$ cat config.mk
export PLATFORM = sky130hd
export DESIGN_NAME = inst_queue
export DESIGN_NICKNAME = d
export VERILOG_FILES = /design/src/rtl/inst_queue_pkg.sv /design/src/rtl/inst_queue_mem.sv /design/src/rtl/inst_queue.sv
export SDC_FILE = /design/constraint.sdc
export NUM_CORES = 1
export LEC_CHECK = 0
export BUFFER_PORTS_ARGS = -buffer_cell sky130_fd_sc_hd__buf_2
export CAP_MARGIN = 20
export CORE_MARGIN = 3
export CORE_UTILIZATION = 67
export CTS_BUF_LIST = sky130_fd_sc_hd__clkbuf_8
export DETAILED_ROUTE_END_ITERATION = 8
export PLACE_DENSITY = 0.88
export SLEW_MARGIN = 40
export SYNTH_ARGS = -nofsm -noshare
export SYNTH_HDL_FRONTEND = slang
export SYNTH_SLANG_ARGS = --single-unit
$ cat constraint.sdc
create_clock -name clock_i -period 17.05 [get_ports clock_i]
set_input_delay 1.705 -clock clock_i [delete_from_list [all_inputs] [get_ports clock_i]]
set_output_delay 1.705 -clock clock_i [all_outputs]
set_load 0.01 [all_outputs]
$ cat src/rtl/inst_queue_pkg.sv
// inst_queue shared constants and entry layout.
// Entry = {inst[31:0], ctrl[CTRL_W-1:0], pred, tgt[31:0]}.
package inst_queue_pkg;

  localparam int IQ_CTRL_W = 16;
  localparam int IQ_INST_W = 32;
  localparam int IQ_TGT_W  = 32;

  function automatic int iq_ent_w(input int cw);
    return IQ_INST_W + cw + 1 + IQ_TGT_W;
  endfunction

endpackage

$ cat src/rtl/inst_queue_mem.sv
// inst_queue entry storage: DEPTH x W regs, no reset.
// Ports: clock_i; we0/wa0/wd0, we1/wa1/wd1 writes; ra0/rd0, ra1/rd1 async reads.
module inst_queue_mem #(
  parameter int DEPTH = 8,
  parameter int W     = 81,
  parameter int AW    = $clog2(DEPTH)
) (
  input  logic          clock_i,
  input  logic          we0,
  input  logic [AW-1:0] wa0,
  input  logic [W-1:0]  wd0,
  input  logic          we1,
  input  logic [AW-1:0] wa1,
  input  logic [W-1:0]  wd1,
  input  logic [AW-1:0] ra0,
  output logic [W-1:0]  rd0,
  input  logic [AW-1:0] ra1,
  output logic [W-1:0]  rd1
);

  logic [W-1:0] mem [DEPTH];

  always_ff @(posedge clock_i) begin
    if (we0) mem[wa0] <= wd0;
    if (we1) mem[wa1] <= wd1;
  end

  assign rd0 = mem[ra0];
  assign rd1 = mem[ra1];

endmodule

$ cat src/rtl/inst_queue.sv
// Two-wide decode->issue instruction queue (circular buffer).
// Ports: enq0/enq1 payload+valids in, slot0/slot1 gated payload out, count_o.
module inst_queue
  import inst_queue_pkg::*;
#(
  parameter int DEPTH  = 8,
  parameter int CTRL_W = IQ_CTRL_W
) (
  input  logic                       clock_i,
  input  logic                       reset_n_i,
  input  logic                       flush_i,
  input  logic                       enq0_valid_i,
  input  logic                       enq1_valid_i,
  input  logic [31:0]                enq0_inst_i,
  input  logic [31:0]                enq1_inst_i,
  input  logic [CTRL_W-1:0]          enq0_ctrl_i,
  input  logic [CTRL_W-1:0]          enq1_ctrl_i,
  input  logic                       enq0_pred_i,
  input  logic                       enq1_pred_i,
  input  logic [31:0]                enq0_pred_tgt_i,
  input  logic [31:0]                enq1_pred_tgt_i,
  output logic                       enq_ready_o,
  input  logic                       stall_i,
  input  logic                       issue1_stall_i,
  output logic [31:0]                inst0_o,
  output logic [31:0]                inst1_o,
  output logic [CTRL_W-1:0]          ctrl0_o,
  output logic [CTRL_W-1:0]          ctrl1_o,
  output logic                       pred_0_o,
  output logic                       pred_1_o,
  output logic [31:0]                pred_tgt_0_o,
  output logic [31:0]                pred_tgt_1_o,
  output logic                       valid0_o,
  output logic                       valid1_o,
  output logic [$clog2(DEPTH):0]     count_o
);

  localparam int AW = $clog2(DEPTH);
  localparam int CW = AW + 1;
  localparam int EW = iq_ent_w(CTRL_W);

  logic [AW-1:0] hd, tl;
  logic [CW-1:0] count;
  logic [1:0]    n_enq, n_deq;
  logic          we0, we1;
  logic [EW-1:0] wd0, wd1, rd0, rd1;

  assign enq_ready_o = count <= CW'(DEPTH - 2);
  assign valid0_o    = count != '0;
  assign valid1_o    = count >= CW'(2);
  assign count_o     = count;

  always_comb begin
    n_enq = 2'd0;
    if (enq_ready_o && enq0_valid_i)
      n_enq = enq1_valid_i ? 2'd2 : 2'd1;
  end

  always_comb begin
    n_deq = 2'd0;
    if (stall_i)
      n_deq = 2'd0;
    else if (issue1_stall_i)
      n_deq = {1'b0, valid0_o};
    else
      n_deq = {valid1_o, valid0_o & ~valid1_o};
  end

  assign we0 = ~flush_i & (n_enq != 2'd0);
  assign we1 = ~flush_i & (n_enq == 2'd2);

  assign wd0 = {enq0_inst_i, enq0_ctrl_i,
                enq0_pred_i, enq0_pred_tgt_i};
  assign wd1 = {enq1_inst_i, enq1_ctrl_i,
                enq1_pred_i, enq1_pred_tgt_i};

  inst_queue_mem #(
    .DEPTH (DEPTH),
    .W     (EW),
    .AW    (AW)
  ) u_mem (
    .clock_i (clock_i),
    .we0     (we0),
    .wa0     (tl),
    .wd0     (wd0),
    .we1     (we1),
    .wa1     (tl + AW'(1)),
    .wd1     (wd1),
    .ra0     (hd),
    .rd0     (rd0),
    .ra1     (hd + AW'(1)),
    .rd1     (rd1)
  );

  always_ff @(posedge clock_i or negedge reset_n_i) begin
    if (!reset_n_i) begin
      hd    <= '0;
      tl    <= '0;
      count <= '0;
    end else if (flush_i) begin
      hd    <= '0;
      tl    <= '0;
      count <= '0;
    end else begin
      hd    <= hd + AW'(n_deq);
      tl    <= tl + AW'(n_enq);
      count <= count + CW'(n_enq) - CW'(n_deq);
    end
  end

  // Invalid slots present a zero bubble (zero ctrl reads as NOP).
  always_comb begin
    inst0_o      = '0;
    ctrl0_o      = '0;
    pred_0_o     = 1'b0;
    pred_tgt_0_o = '0;
    inst1_o      = '0;
    ctrl1_o      = '0;
    pred_1_o     = 1'b0;
    pred_tgt_1_o = '0;
    if (valid0_o) begin
      inst0_o      = rd0[EW-1 -: 32];
      ctrl0_o      = rd0[33 +: CTRL_W];
      pred_0_o     = rd0[32];
      pred_tgt_0_o = rd0[31:0];
    end
    if (valid1_o) begin
      inst1_o      = rd1[EW-1 -: 32];
      ctrl1_o      = rd1[33 +: CTRL_W];
      pred_1_o     = rd1[32];
      pred_tgt_1_o = rd1[31:0];
    end
  end

endmodule
==> reports/metrics.cfg <==
[outcome]
status=finished clean

[cts]
h-tree-depth=3
cts_resized=0
cts_hold_buf=0
cts_setup_buffers=0
cts_tree=done
cts_root_buf=clkbuf_8
clock_latency_ns=0.73
clockBufferDepth=3
tritoncts_num_sinks=658
numCtsBuffers=109
path_clk_slew_ns=0.06

[setup_path]
path_class=reg2out
rr_worst_depth=9
cp_max_fo=108
crit_path_start_kind=flip-flop
crit_arrival_ns=5.48
r2r-end=u_mem.mem[2][49]
crit_path_end_kind=output port
rr_startpoint=count_o[3]
crit_required_ns=15.34
r2r_setup_slack_ns=13.21

[grt]
antenna_found_initial=40
grt_pass1_wl_um=169000
grt_start_max_net_pins=198
grt_pass1_vias=28100
grt_usage_pct=37.5
grt_overflow_total=0

[synth]
syn_avg_cell_area_um2=15.2
ys_types=39
synthTopCellsByArea=edfxtp_1, mux2_2, mux4_2
ys_async_sr_fraction_pct=1.52
yosysSeqAreaShare_pct=51.2
synthesis.area_um2=38500
yosys.area.top_type_share_pct=50.5
syn_inst=2535
yosys_warnings=0
netlist.top_cell.by_area=edfxtp_1
synthTopCellsByCount=edfxtp_1, mux2_2, nor2b_1
synth_top_flop_cell=edfxtp_1
synth-seq-cells=658
synth_nets=2718
yosys.cell_count.top_type=edfxtp_1
synth_edf_count=648

[place]
portBuffers=337
placed_area_um2=40800
dp_hpwl_um=63000
place.gp.congestion=0.848

[floorplan]
die-area_um2=60400
dieHeight_um=246
start_util_pct=68.0
die-width_um=246
ios=338
coreArea_um2=56600
std_cell_rows=87

[sta]
drv_slew=0
max_freq_mhz=139
tns_ns=0
hold_violations=0
fin_crit_ns=7.18
rsz0062_at_grt=no
fin_skew_ns=0.0257
post-route-period-util_pct=42.1
finalSetupViolations=0
tightest_slew_ns=0.953
slew_headroom_pct=35.8

[cells_and_area]
syn_to_final_growth_pct=11.4
final_cell_area_um2=42900
multi_input_area_um2=17700
drive_gt1_share_pct=46.1
fin_nets=2993
nFillCells=3362
seqCellArea_um2=19700

[route]
first_iter_violations=3593
route.detailed.drc=0
wire_per_inst_um=31.1
finalWirelength_um=114000
firstDrtPassIters=5
vias=27200
via_per_inst=7.37
drtAntennaViolNets=0

[job]
cap_violations=0

[power_and_ir_drop]
p_per_area_nw_per_um2=142
p_switching_mw=2.31
irDropWorstVdd_mv=0.146
pwr-share-clk_pct=21.5
pwr-share-comb_pct=46.6
p_leak_nw=14.4
p_int_mw=3.77
p_sw_share_pct=38.0
p_seq_share_pct=32.0

[hold_path]
holdPathStages=2
min_path_type=reg2reg
holdPathEnd=count_o[0]
hold_start=count_o[0]

placed cells by master, fill, tap and decap left out, types with 6 or more instances in the layout:
| cell type | synthesis | routed |
|---|---|---|
| a22o_1 | 162 | 162 |
| mux2_1 | 29 | 29 |
| edfxtp_1 | 648 | 648 |
| mux4_2 | 162 | 162 |
| dfrtp_1 | 10 | 7 |
| ha_1 | 10 | 9 |
| nor2b_1 | 169 | 167 |
| buf_4 | 0 | 20 |
| a211oi_1 | 81 | 81 |
| nand2_1 | 6 | 6 |
| buf_2 | 66 | 337 |
| mux2_2 | 620 | 620 |
| diode_2 | 0 | 32 |
| inv_1 | 14 | 57 |
| a2111oi_0 | 81 | 81 |
| nor4_1 | 81 | 81 |
| mux2i_1 | 162 | 162 |
| buf_16 | 0 | 6 |
| clkbuf_8 | 0 | 113 |
| buf_6 | 32 | 23 |
| nor2_1 | 16 | 11 |
| clkinv_1 | 0 | 24 |
| clkinv_2 | 0 | 9 |
through the flow:
| stage | worst slack (ns) | cells | utilization [%] | hold slack (ns) | total power [mW] |
|---|---|---|---|---|---|
| 2_1_floorplan | 10.46 | 2535 | - | 0.609 | 3.79 |
| 3_3_place_gp | 10.80 | 3440 | 71.5 | 0.718 | 4.61 |
| 3_5_place_dp | 10.91 | 3451 | 72.0 | 0.733 | 4.75 |
| 4_1_cts | 10.15 | 3647 | 75.5 | 0.759 | 6.03 |
| 5_1_grt | 9.69 | 3672 | 75.7 | 0.797 | 6.30 |
| 6_report | 9.87 | 3683 | 75.8 | 0.756 | 6.07 |
worst max-delay path: stages, from the launching register on:
cell and delay [ns]:
dfrtp_4 0.75, buf_12 0.31, buf_12 0.45, buf_16 0.39, buf_4 0.75, buf_6 0.69, mux2i_1 0.17, a22o_1 0.25
nor4_1 0.50, buf_2 0.24
registers in the layout, indices dropped and copies added, names as in the netlist:
signal / count
hd: 3
tl: 3
u_mem.mem: 648
count_o: 4
layout make-up:
| cell class | instances | share of cell area, % |
|---|---|---|
| multi-input combinational | 1631 | 41.3 |
| tap | 756 | 2.20 |
| antenna | 32 | 0.187 |
| timing repair buffer | 395 | 5.64 |
| sequential | 658 | 46.0 |
| clock buffer | 113 | 3.63 |
| inverter | 15 | 0.131 |
| clock inverter | 83 | 0.974 |
worst max-delay path by stage:
stage | from | endpoint | slack, ns
after floorplan | enq1_valid_i | u_mem.mem[3][0] | 10.46
after global placement | hd[0] | pred_tgt_0_o[8] | 10.80
after detailed placement | hd[0] | pred_tgt_0_o[8] | 10.91
after CTS | hd[0] | pred_tgt_0_o[8] | 10.15
after global routing | hd[0] | pred_tgt_0_o[8] | 9.69
final | hd[0] | pred_tgt_0_o[8] | 9.87
metal layers:
layer,track usage (%),vias to the layer above,routed length [µm]
li1,-,11100,-
met2,59.1,2031,54800
met5,0,-,199
met1,48.2,13600,40200
met3,9.27,423,14000
met4,20.2,32,5150
power groups by stage:
stage / clock, mW / sequential (mW) / combinational [mW]
detailed placement: 0 / 1.97 / 2.78
global route: 1.38 / 1.95 / 2.97
CTS: 1.31 / 1.94 / 2.79
global placement: 0 / 1.98 / 2.63
finish: 1.30 / 1.94 / 2.83
floorplan: 0 / 1.93 / 1.86
logic make-up after synthesis:
kind of cell               Yosys count  synth area share [%]
AOI/OAI and AO/OA                  334                  7.26
xor gates and xnor gates             7                 0.159
adders and majority gates           14                 0.533
buffers and inverters              246                  3.24
DFF                                658                  51.2
muxes                              973                  32.7
and+or+nand+nor                    303                  4.95
No activity file was read; power rests on OpenSTA's default activity.
